## config.mk

```make
export PLATFORM = sky130hd
export DESIGN_NAME = aibnd_dll_lockctl
export DESIGN_NICKNAME = d
export VERILOG_FILES = /design/src/rtl/aibnd_dll_lockctl.sv
export SDC_FILE = /design/constraint.sdc
export NUM_CORES = 1
export LEC_CHECK = 0
export ABC_AREA = 1
export BUFFER_PORTS_ARGS = -buffer_cell sky130_fd_sc_hd__buf_4
export CORE_MARGIN = 1
export CORE_UTILIZATION = 31
export CTS_CLUSTER_DIAMETER = 60
export CTS_CLUSTER_SIZE = 14
export DETAILED_ROUTE_END_ITERATION = 16
export HOLD_SLACK_MARGIN = 0.1
export MAX_ROUTING_LAYER = met4
export SLEW_MARGIN = 20
export SYNTH_ARGS = -nofsm -noshare
export SYNTH_HDL_FRONTEND = slang
export SYNTH_SLANG_ARGS = --single-unit
export TNS_END_PERCENT = 1
```

## constraint.sdc

```tcl
create_clock -name clk_pll -period 6.8 [get_ports clk_pll]
set_input_delay 1.36 -clock clk_pll [delete_from_list [all_inputs] [get_ports clk_pll]]
set_output_delay 1.36 -clock clk_pll [all_outputs]
set_load 0.02 [all_outputs]
```

## src/rtl/aibnd_dll_lockctl.sv

```systemverilog
`timescale 1ns/1ps
// DLL lock controller: steps a 10-bit delay code from phase-detector
// up/down votes, declares lock after enough reversals, flags saturation.
module aibnd_dll_lockctl #(
  parameter int SAT_LIMIT = 8
) (
  input  logic       clk_pll,
  input  logic       reinit,
  input  logic       lock_req,
  input  logic       entest,
  input  logic       t_up,
  input  logic       t_down,
  input  logic [9:0] csr_init_code,
  input  logic [2:0] csr_settle,
  input  logic [3:0] csr_lock_thresh,
  output logic [2:0] i_gray,
  output logic [6:0] f_gray,
  output logic       code_valid,
  output logic       dll_phdet_reset_n,
  output logic       dll_lock,
  output logic       sat_err,
  output logic [9:0] code_bin
);

  localparam int SW = $clog2(SAT_LIMIT + 1);
  localparam logic [SW-1:0] SAT_MAX = SW'(SAT_LIMIT);

  typedef enum logic [2:0] {
    IDLE, PDRST, SETTLE, SAMPLE, LOCKED
  } state_t;

  state_t        st_q, st_d;
  logic [4:0]    cnt_q;
  logic [4:0]    last_q;
  logic [9:0]    code_q, code_nx;
  logic          dir_v_q, dir_v_nx;
  logic          dir_up_q, dir_up_nx;
  logic [3:0]    rev_q, rev_nx;
  logic [SW-1:0] sat_q, sat_nx;
  logic          sat_err_q, sat_err_nx;
  logic          lock_q;
  logic          tm_q;
  logic [2:0]    i_gray_q;
  logic [6:0]    f_gray_q;

  logic       up, dn, clip, stepped;
  logic [3:0] thr;
  logic       rev_ok;

  assign up      = t_up & ~t_down;
  assign dn      = t_down & ~t_up;
  assign stepped = up | dn;
  assign clip    = (up & (code_q == 10'h3FF))
                 | (dn & (code_q == 10'h000));
  assign thr     = (csr_lock_thresh == 4'd0) ? 4'd1
                                             : csr_lock_thresh;
  assign rev_ok  = (rev_nx >= thr);

  // Sample-cycle update of code, direction, reversal and saturation tracking
  always_comb begin
    code_nx    = code_q;
    dir_v_nx   = dir_v_q;
    dir_up_nx  = dir_up_q;
    rev_nx     = rev_q;
    sat_nx     = sat_q;
    sat_err_nx = sat_err_q;
    if (st_q == SAMPLE && stepped) begin
      if (up && !clip) code_nx = code_q + 10'd1;
      if (dn && !clip) code_nx = code_q - 10'd1;
      dir_v_nx  = 1'b1;
      dir_up_nx = up;
      if (dir_v_q && (dir_up_q != up) && (rev_q != 4'hF))
        rev_nx = rev_q + 4'd1;
      if (clip) begin
        if (sat_q != SAT_MAX) sat_nx = sat_q + 1'b1;
      end else begin
        sat_nx = '0;
      end
      if (sat_nx == SAT_MAX) sat_err_nx = 1'b1;
    end
  end

  // Next-state logic; dropping lock_req or test mode always returns to IDLE
  always_comb begin
    st_d = st_q;
    unique case (st_q)
      IDLE:   if (lock_req && !entest) st_d = PDRST;
      PDRST:  if (cnt_q == 5'd3) st_d = SETTLE;
      SETTLE: if (cnt_q == last_q) st_d = SAMPLE;
      LOCKED: if (cnt_q == last_q) st_d = SAMPLE;
      SAMPLE: st_d = ((lock_q || rev_ok) && !sat_err_nx)
                     ? LOCKED : SETTLE;
      default: st_d = IDLE;
    endcase
    if (!lock_req || entest) st_d = IDLE;
  end

  // State, timer and tracking registers
  always_ff @(posedge clk_pll) begin
    if (reinit) begin
      st_q      <= IDLE;
      cnt_q     <= '0;
      last_q    <= {csr_settle, 2'b11};
      code_q    <= csr_init_code;
      dir_v_q   <= 1'b0;
      dir_up_q  <= 1'b0;
      rev_q     <= '0;
      sat_q     <= '0;
      sat_err_q <= 1'b0;
      lock_q    <= 1'b0;
      tm_q      <= 1'b0;
    end else begin
      st_q      <= st_d;
      tm_q      <= entest;
      sat_err_q <= sat_err_nx;
      if (st_d != st_q) cnt_q <= '0;
      else              cnt_q <= cnt_q + 5'd1;
      if (st_d != st_q && (st_d == SETTLE || st_d == LOCKED))
        last_q <= {csr_settle, 2'b11};
      if (st_d == IDLE || st_q == IDLE) begin
        code_q   <= csr_init_code;
        dir_v_q  <= 1'b0;
        dir_up_q <= 1'b0;
        rev_q    <= '0;
        sat_q    <= '0;
        lock_q   <= 1'b0;
      end else begin
        code_q   <= code_nx;
        dir_v_q  <= dir_v_nx;
        dir_up_q <= dir_up_nx;
        rev_q    <= rev_nx;
        sat_q    <= sat_nx;
        if (sat_err_nx)
          lock_q <= 1'b0;
        else if (st_q == SAMPLE && st_d == LOCKED)
          lock_q <= 1'b1;
      end
    end
  end

  // Gray encode one cycle behind the binary code; both halves move together
  always_ff @(posedge clk_pll) begin
    i_gray_q <= code_q[9:7] ^ {1'b0, code_q[9:8]};
    f_gray_q <= code_q[6:0] ^ {1'b0, code_q[6:1]};
  end

  assign i_gray            = i_gray_q;
  assign f_gray            = f_gray_q;
  assign code_bin          = code_q;
  assign code_valid        = (st_q != IDLE) | tm_q;
  assign dll_phdet_reset_n = (st_q == SETTLE) | (st_q == SAMPLE)
                           | (st_q == LOCKED);
  assign dll_lock          = lock_q;
  assign sat_err           = sat_err_q;

endmodule
```

After elaboration in Yosys (flattened, before gate mapping)
Cells that the tools add are included.
{"block": "totals", "input_bits": 23, "register_bits": 44, "out_inout_bits": 24, "wordCells": 97}
{"block": "classes", "n_addsub": 5, "n_reduce_logical": 30, "n_mux": 21, "bitwise": 13, "magnitude_cmp": 1, "eq_ne": 14}
{"operator": "$mux W10", "n": 5}
{"operator": "$mux W4", "n": 6}
{"operator": "$mux W3", "n": 5}
{"operator": "$pmux W3 S4", "n": 1}
{"operator": "$add A10 B1 Y10 const B", "n": 1}
{"operator": "$eq A10 B10 Y1 const B", "n": 1}
{"operator": "$logic_not A10 Y1", "n": 1}
{"operator": "$mux W5", "n": 2}
{"operator": "$sub A10 B1 Y10 const B", "n": 1}
{"operator": "$eq A3 B2 Y1 const B", "n": 3}
{"operator": "$logic_and A1 B1 Y1", "n": 9}
{"operator": "$add A4 B1 Y4 const B", "n": 2}
{"operator": "$ne A4 B4 Y1 const B", "n": 2}
{"operator": "$xor A7 B6 Y7", "n": 1}
{"operator": "$eq A3 B3 Y1 const B", "n": 2}
{"operator": "$logic_not A3 Y1", "n": 2}
{"operator": "$reduce_bool A3 Y1", "n": 2}
{"operator": "$reduce_or A2 Y1", "n": 3}
{"operator": "$add A5 B1 Y5 const B", "n": 1}
{"operator": "$eq A5 B2 Y1 const B", "n": 1}
{"operator": "$eq A5 B5 Y1", "n": 1}
{"operator": "$or A1 B1 Y1", "n": 5}
{"operator": "$and A1 B1 Y1", "n": 4}
{"operator": "$eq A4 B4 Y1 const B", "n": 1}
{"operator": "other kinds (14)", "n": 22}

Longest topological paths before layout
Gate-level depths: netlist of run 1.
{"block": "logic_depth", "ltp_word": 19, "depth_mapped": 23, "ltp_nobuf": 23}

Worst setup path before layout of run 1
OpenSTA, ideal clock, no wires.
{"block": "synth_path", "path_kind": "input-to-reg", "start": "input t_up", "end": "register last_q[2], enable pin", "arrival_time_ps": 3608, "stages": 18, "required_time_ps": 6493, "setup_slack_ps": 2885, "setup_ps": 307, "path_buffers": 0, "cell_sequence": "inv_1 ha_1 nor2_4 nand4_1 inv_1 nand4_1 xor2_1 inv_1 ha_1 a21oi_1 nand4_1 nand4_1 nand2_2 nand2_2 nand2_2 nand2_4 nor2_2 nor2_2"}
{"block": "synth_between", "elab_cells_between_ends": 31, "classes_between": "order compare: 1; eq/ne: 5; mux: 9; bitwise: 7; reduce/logical: 9"}
{"element": "start: declaration", "line": "11", "rtl": "input logic t_up,"}
{"element": "$and A1 B1 Y1", "line": "50", "rtl": "assign up = t_up & ~t_down;"}
{"element": "$ne A1 B1 Y1", "line": "72", "rtl": "if (dir_v_q && (dir_up_q != up) && (rev_q != 4'hF))"}
{"element": "$logic_and A1 B1 Y1 (2 in series)", "line": "72"}
{"element": "$mux W4", "line": "72"}
{"element": "$mux W4 *", "line": "67", "rtl": "if (st_q == SAMPLE && stepped) begin"}
{"element": "named net rev_nx[3]", "line": "38", "rtl": "logic [3:0] rev_q, rev_nx;"}
{"element": "$ge A4 B4 Y1 *", "line": "57", "rtl": "assign rev_ok = (rev_nx >= thr);"}
{"element": "$logic_or A1 B1 Y1 *", "line": "91", "rtl": "SAMPLE: st_d = ((lock_q || rev_ok) && !sat_err_nx)"}
{"element": "$logic_and A1 B1 Y1 *", "line": "91"}
{"element": "$mux W3 *", "line": "92", "rtl": "? LOCKED : SETTLE;"}
{"element": "$pmux W3 S4 *", "line": "86", "rtl": "unique case (st_q)"}
{"element": "$mux W3 *", "line": "95", "rtl": "if (!lock_req || entest) st_d = IDLE;"}
{"element": "$eq A3 B2 Y1 / $eq A3 B3 Y1 (equally long branches)", "line": "118", "rtl": "if (st_d != st_q && (st_d == SETTLE || st_d == LOCKED))"}
{"element": "$logic_or A1 B1 Y1", "line": "118"}
{"element": "$logic_and A1 B1 Y1 *", "line": "118"}
{"element": "$reduce_bool A2 Y1 (no source line) *"}
{"element": "end signal: assignment", "line": "103", "rtl": "last_q <= {csr_settle, 2'b11};"}
{"element": "end signal: assignment", "line": "119", "rtl": "last_q <= {csr_settle, 2'b11};"}
{"element": "end: declaration", "line": "34", "rtl": "logic [4:0] last_q;"}
Mark *: on every way through the listed nets, which the timed path passes. The rest lies on a longest branch. The select of a mux whose other input is x is not followed.
A chain may end at the register's enable or synchronous reset.

Final worst setup path of run 1
Ends and elaborated chain as after synthesis.

==> results of run 1 <==
[final timing paths]
kind | from | end | slack, ns | cells after the start
worst min-delay path | cnt_q[0]$_SDFF_PP0_ | cnt_q[0]$_SDFF_PP0_ | 0.47 | 1
worst max register to register | code_bin[0]$_DFFE_PP_ | code_bin[8]$_DFFE_PP_ | 3.55 | 23
worst max-delay path | t_up | last_q[2]$_DFFE_PP_ | 2.76 | 19
worst min register to register | cnt_q[0]$_SDFF_PP0_ | cnt_q[0]$_SDFF_PP0_ | 0.47 | 1
[routing by layer]
layer	track usage [%]	part of all wire [%]
met1	17.86	49
met2	21.56	47
met3	2.657	3.6
met4	3.030	0.49
met5	-	0
[registers in the layout, indices dropped and copies added, names as in the netlist]
signal / count
code_bin: 10
f_gray: 7
cnt_q: 5
rev_q: 4
sat_q: 4
i_gray: 3
last_q: 3
st_q: 3
dir_up_q: 1
dir_v_q: 1
dll_lock: 1
sat_err: 1
tm_q: 1
[through the flow]
step	power, mW	hold slack [ns]	setup slack (ns)	instances
6_report	0.5985	0.4729	2.756	474
5_1_grt	0.6342	0.4842	2.424	474
4_1_cts	0.6097	0.4775	2.724	474
3_5_place_dp	0.4042	0.4620	2.429	466
3_3_place_gp	0.4027	0.4637	2.474	466
2_1_floorplan	0.3631	0.4387	2.885	317
[worst max-delay path, cell delays in order]
cell and delay (ns):
sky130_fd_sc_hd__buf_4 0.09, sky130_fd_sc_hd__inv_1 0.03, sky130_fd_sc_hd__ha_1 0.31, sky130_fd_sc_hd__nor2_4 0.21, sky130_fd_sc_hd__nand4_1 0.20, sky130_fd_sc_hd__inv_1 0.14
sky130_fd_sc_hd__nand4_1 0.10, sky130_fd_sc_hd__xor2_1 0.19, sky130_fd_sc_hd__inv_1 0.07, sky130_fd_sc_hd__ha_1 0.32, sky130_fd_sc_hd__a21oi_1 0.16, sky130_fd_sc_hd__nand4_1 0.15
sky130_fd_sc_hd__nand4_1 0.14, sky130_fd_sc_hd__nand2_2 0.06, sky130_fd_sc_hd__nand2_2 0.09, sky130_fd_sc_hd__nand2_2 0.07, sky130_fd_sc_hd__nand2_4 0.11, sky130_fd_sc_hd__nor2_2 0.06
sky130_fd_sc_hd__nor2_2 0.16
[power by group through the flow]
stage                     Sequential [mW]  Combinational (mW)  Clock (mW)
after floorplan                     0.312              0.0507           0
after global placement              0.301               0.102           0
after detailed placement            0.301               0.103           0
after CTS                           0.295               0.104       0.211
after global routing                0.297               0.115       0.222
final                               0.295               0.103       0.201
[cells by family after synthesis]
group                      after synthesis  share of synthesized area, %
and+or+nand+nor                        134                         26.18
buffers and inverters                   50                         7.157
DFF                                     44                         38.04
xor gates and xnor gates                19                         6.262
adders and majority gates               27                         12.99
AOI/OAI and AO/OA                       43                         9.369
[layout by cell type (no fill, tap or decap), types with 3 or more instances in the layout]
cell	count
sky130_fd_sc_hd__nor3_1	3
sky130_fd_sc_hd__dfxtp_1	31
sky130_fd_sc_hd__nand2_1	52
sky130_fd_sc_hd__edfxtp_1	13
sky130_fd_sc_hd__nor3_2	6
sky130_fd_sc_hd__or2_0	3
sky130_fd_sc_hd__o21ai_0	14
sky130_fd_sc_hd__nand2_4	3
sky130_fd_sc_hd__nand4_1	7
sky130_fd_sc_hd__buf_4	46
sky130_fd_sc_hd__ha_1	26
sky130_fd_sc_hd__inv_1	46
sky130_fd_sc_hd__nor2_2	3
sky130_fd_sc_hd__nand3_2	5
sky130_fd_sc_hd__xor2_1	16
sky130_fd_sc_hd__xnor2_1	3
sky130_fd_sc_hd__nand2_2	8
sky130_fd_sc_hd__clkbuf_8	5
sky130_fd_sc_hd__a211oi_1	3
sky130_fd_sc_hd__a21oi_1	15
sky130_fd_sc_hd__nand3_1	15
sky130_fd_sc_hd__nor2_1	25
[final cells by class]
cell class              count  area (sq um)  share of cell area [%]
repair buffers             46         345.3                   10.67
inverters                  48         180.2                   5.568
well taps                 105         131.4                   4.060
clock buffers               5         68.82                   2.127
multi-input cells         223          1456                   45.01
clock inverters             3         42.54                   1.315
flip-flops and latches     44          1011                   31.25
==> out/results.md, run 1 <==
### Cells and area
- Ant. Diodes: 0
- final instance area: 3236 sq um
- Synth-to-Final Area Change: 21.75%
- layout cell share with drive strength beyond 1: 23.58%
- Layout Utilization: 39.18%
- count of nets after finishing: 418
- total of fill cells in the finished design: 879

### Floorplan
- Die Area: 8947 sq um
- Starting Density: 32.18%
- Die Width: 94.59 microns
- core area: 8258 sq um
- standard-cell row count: 33
- Die Height: 94.59 microns
- Top-Level Pins: 47

### Logic synthesis
- leading cell types by total area after synthesis: sky130_fd_sc_hd__dfxtp_1 23%, sky130_fd_sc_hd__edfxtp_1 15%, sky130_fd_sc_hd__ha_1 12%
- largest area contributor in the netlist: sky130_fd_sc_hd__dfxtp_1
- most common cell in the netlist: sky130_fd_sc_hd__nand2_1
- proportion of register bits with asynchronous set or reset after synthesis: 0%
- syn nets: 367
- total of warnings raised by yosys: 0
- post-synth cell types: 34
- top cells by instance count after synthesis: 52 x sky130_fd_sc_hd__nand2_1, 46 x sky130_fd_sc_hd__inv_1, 31 x sky130_fd_sc_hd__dfxtp_1
- Primary FF master, synth: sky130_fd_sc_hd__dfxtp_1
- portion of the post-synthesis area used by sequential elements: 38.04%
- count of mapped cells out of synthesis: 317
- Mapped Avg Cell Area: 8.383 sq um
- EDFF count, synth: 13
- Cell Area, Synth: 2658 sq um
- #FFs+latches synth: 44
- share of the synthesized area in the top cell type: 23.35%

### Worst setup path
- data required time at the worst endpoint: 6.79 ns
- startpoint type of the worst setup path: input pin
- element type at the critical path end: register
- type of the worst setup path: input pin to register
- data arrival time of the critical path: 4.04 ns
- Max Fanout on Critical Path: 8

### Clocking
- cts bufs inserted: 5
- Hold-fix buffers, CTS: 0
- number of sinks driven by the clock tree: 44
- CTS Buffer Depth: 2
- CTS HTree Levels: 2
- CTS-repair resized insts: 0
- CTS tree: yes
- root buffer cell: sky130_fd_sc_hd__clkbuf_8
- clock insertion delay at the later pin of the skew report: 0.30 ns
- number of buffers added for setup after CTS: 0
- CTS clock-pin slew for the worst setup and hold paths: 0.08 ns

### Power
- design internal power: 439.6 uW
- proportion of power drawn by the clock network: 33.6%
- Combinational Power Share: 17.2%
- Flop pwr share: 49.3%
- static leakage: 1.485 nW
- Switch Pwr: 158.9 uW
- maximum vdd ir drop: 0.07952 mV
- Power Dens Cells: 185.0 nW/um^2
- Switching Fraction: 26.55%

### Timing
- worst max-slew margin expressed relative to the limit: 32.58%
- slew at the pin closest to its max-slew limit: 1.005 ns
- setup repair after global routing missed its margin: no
- number of setup violations in the final report: 0
- accumulated negative setup slack: 0 ns
- final clock period utilization by the worst path: 59.48%
- worst-case clock skew: 0.01573 ns
- achievable clock frequency: 0.2473 GHz
- Final Hold Vio Count: 0
- Final Slew Violations: 0
- post-route minimum period: 4.044 ns

### Global routing
- largest net degree at the start of global routing: 29
- leftover overflow at the end of global routing: 0
- wire length of the first global-routing pass: 9.287 mm
- total routing resource utilization after global routing: 13.58%
- number of global-route vias before repair: 2018
- number of antenna violations at the first check in global routing: 0

### Drt
- per-cell via count in the routed design: 4.494
- # DRC: 0
- routed via count: 2130
- final wirelength: 5.356 mm
- number of design-rule violations left by the first detailed-router iteration: 82
- number of antenna-violating nets in the routed design: 0
- iteration count of the initial detailed-routing pass: 4
- routed length per instance: 11.30 microns

### Place
- number of input and output port buffers inserted: 46
- half-perimeter wire length of the detailed placement result: 4.136 mm
- gpl congestion: 0.7890
- instance area after placement: 3124 sq um

### Hold path
- Worst Hold Class: register to register

### Run
- count of maximum capacitance violations: 0

### Status
- run status: finished clean

Power figures use the tool's default switching activity.
==> inputs of run 2 (changes only) <==
==> constraint.sdc (replaced) <==
create_clock -name clk_pll -period 4 [get_ports clk_pll]
set_input_delay 0.8 -clock clk_pll [delete_from_list [all_inputs] [get_ports clk_pll]]
set_output_delay 0.8 -clock clk_pll [all_outputs]
set_load 0.02 [all_outputs]
==> run 2 against run 1 <==
Global-route usage is 0.078 points higher; die area stayed put; sequential share of layout area hardly changed; clock-buffer cell count is 2 higher; worst hold slack better by 0.0047 ns; clock power is 60% higher; largest cell class unchanged.
==> out/results.md, run 2 (synthesis gave the netlist of run 1 again) <==
### Place
- number of input and output port buffers inserted: 46, unchanged
- instance area after placement: 3132 sq um, +0.24%
- gpl congestion: 0.8503, +7.8%
- Cell Count Post-Placement: 467, +0.21%
- half-perimeter wire length of the detailed placement result: 4.217 mm, +1.9%
- pre-CTS setup slack: 0.1519 ns, -2.278 ns

### Timing
- final clock period utilization by the worst path: 88.36%
- post-route minimum period: 3.534 ns
- worst setup margin: 0.4655 ns, -2.290 ns
- worst-case clock skew: 0.003580 ns, -0.01215 ns
- accumulated negative setup slack: 0 ns, unchanged
- Final Slew Violations: 0, unchanged
- number of setup violations in the final report: 0, unchanged
- setup repair after global routing missed its margin: no
- achievable clock frequency: 0.2829 GHz
- Final Hold Vio Count: 0, unchanged
- worst max-slew margin expressed relative to the limit: 32.48%, -0.099 points
- slew at the pin closest to its max-slew limit: 1.006 ns, +0.001482 ns

### Worst setup path
- critical-path cell list: buf_4, inv_1, ha_1, nor2_4, nand4_1, inv_1, nand4_1, xor2_1, inv_1, ha_1, a21oi_1, nand4_1, nand4_1, nand2_2, nand2_2, nand2_2, nand2_4, nor2_2, nor2_2
- startpoint type of the worst setup path: input pin
- element type at the critical path end: register
- data arrival time of the critical path: 3.54 ns, -0.50 ns
- data required time at the worst endpoint: 4.01 ns, -2.78 ns
- Max Fanout on Critical Path: 8, unchanged
- type of the worst setup path: input pin to register
- Max stage delay cell, worst path: sky130_fd_sc_hd__ha_1
- R2R setup slack: 0.79 ns, -2.76 ns
- crit path buf inv count: 4, unchanged
- largest delay contributor family on the critical path: simple AND/OR/NAND/NOR gates
- library cell appearing most often on the critical path: sky130_fd_sc_hd__nand4_1
- peak per-stage delay on the critical path: 0.34 ns, +0.02 ns

### Floorplan
- Die Height: 94.59 microns, unchanged
- Starting Density: 32.18%, unchanged
- Die Width: 94.59 microns, unchanged
- Die Area: 8947 sq um, unchanged
- core area: 8258 sq um, unchanged
- standard-cell row count: 33, unchanged
- Top-Level Pins: 47, unchanged

### Drt
- # DRC: 0, unchanged
- number of design-rule violations left by the first detailed-router iteration: 78, -4.9%
- number of antenna-violating nets in the routed design: 0, unchanged
- routed length per instance: 11.56 microns, +2.3%
- final wirelength: 5.489 mm, +2.5%
- routed via count: 2200, +3.3%
- per-cell via count in the routed design: 4.632, +3.1%
- iteration count of the initial detailed-routing pass: 4, unchanged

### Cells and area
- layout cell share with drive strength beyond 1: 23.78%, +0.21 points
- final instance area: 3234 sq um, about the same
- Synth-to-Final Area Change: 21.70%, about the same
- Ant. Diodes: 0, unchanged
- Largest register FFs: 10, unchanged
- commonest cells after routing, fill and taps aside: 52 x sky130_fd_sc_hd__nand2_1, 47 x sky130_fd_sc_hd__buf_4, 46 x sky130_fd_sc_hd__inv_1, 31 x sky130_fd_sc_hd__dfxtp_1, 26 x sky130_fd_sc_hd__ha_1
- total of fill cells in the finished design: 853, -3.0%
- leading cell type in the layout, fill and taps excluded: sky130_fd_sc_hd__nand2_1
- Layout Utilization: 39.17%, about the same
- count of nets after finishing: 419, +0.24%
- number of standard cells in the layout, taps in and fillers out: 475, +0.21%

### Clocking
- CTS tree: yes
- CTS HTree Levels: 2, unchanged
- root buffer cell: sky130_fd_sc_hd__clkbuf_8
- number of sinks driven by the clock tree: 44, unchanged
- number of buffers added for setup after CTS: 0, unchanged
- Hold-fix buffers, CTS: 0, unchanged
- CTS-repair resized insts: 0, unchanged
- CTS clock-pin slew for the worst setup and hold paths: 0.09 ns, about the same
- cts bufs inserted: 5, unchanged
- CTS Buffer Depth: 2, unchanged
- clock insertion delay at the later pin of the skew report: 0.30 ns, about the same

### Global routing
- wire length of the first global-routing pass: 9.315 mm, +0.30%
- total routing resource utilization after global routing: 13.66%, +0.078 points
- number of global-route vias before repair: 2119, +5.0%
- number of antenna violations at the first check in global routing: 0, unchanged
- largest net degree at the start of global routing: 29, unchanged
- leftover overflow at the end of global routing: 0, unchanged

### Hold path
- Worst Hold Class: register to register

### Status
- run status: finished clean

### Power
- Power Dens Cells: 308.3 nW/um^2, +67%
- maximum vdd ir drop: 0.1537 mV, +93%
- static leakage: 1.487 nW, +0.12%

### Run
- count of maximum capacitance violations: 0, unchanged

## run 2: area by class of cell
type / instances / area [sq um] / share of cell area [%]
multi-input combinational: 223 / 1456 / 45.03
sequential: 44 / 1011 / 31.26
timing repair buffer: 47 / 352.8 / 10.91
inverter: 48 / 180.2 / 5.571
tap: 105 / 131.4 / 4.062
clock buffer: 7 / 97.59 / 3.017
clock inverter: 1 / 5.005 / 0.1547
## run 2: per-stage QoR
stage               power (mW)  hold slack, ns
CTS                      1.011          0.4826
floorplan               0.6173          0.4387
global placement        0.6847          0.4605
detailed placement      0.6872          0.4651
global route             1.050          0.4933
finish                  0.9971          0.4776
## run 2: routing by layer
layer	up-vias	track usage [%]	routed length (microns)
li1	1144	-	-
met1	1009	17.09	2588
met2	38	22.04	2613
met3	9	3.060	206
met4	0	3.914	81
met5	-	-	0
## run 2: path summary, 6_finish.rpt
check,endpoint,startpoint,cells after the start
hold reg to reg,cnt_q[0]$_SDFF_PP0_,cnt_q[0]$_SDFF_PP0_,1
hold / removal,cnt_q[0]$_SDFF_PP0_,cnt_q[0]$_SDFF_PP0_,1
setup reg to reg,code_bin[8]$_DFFE_PP_,code_bin[0]$_DFFE_PP_,23
setup / recovery,last_q[4]$_DFFE_PP_,t_up,19
## run 2: worst register-to-register path, delay by kind of cell (launching register included)
kind	cells	cell delay (ns)
flops	1	0.51
simple gates	14	1.10
compound gates	3	0.40
buf+inv	4	0.42
fa+ha+maj	2	0.54
## run 2: report_power, final
part | switching (mW) | leakage [nW] | total [mW] | internal, mW
Sequential | 0.0184 | 0.389 | 0.501 | 0.483
Combinational | 0.0951 | 1.04 | 0.174 | 0.0793
Clock | 0.161 | 0.0534 | 0.321 | 0.161
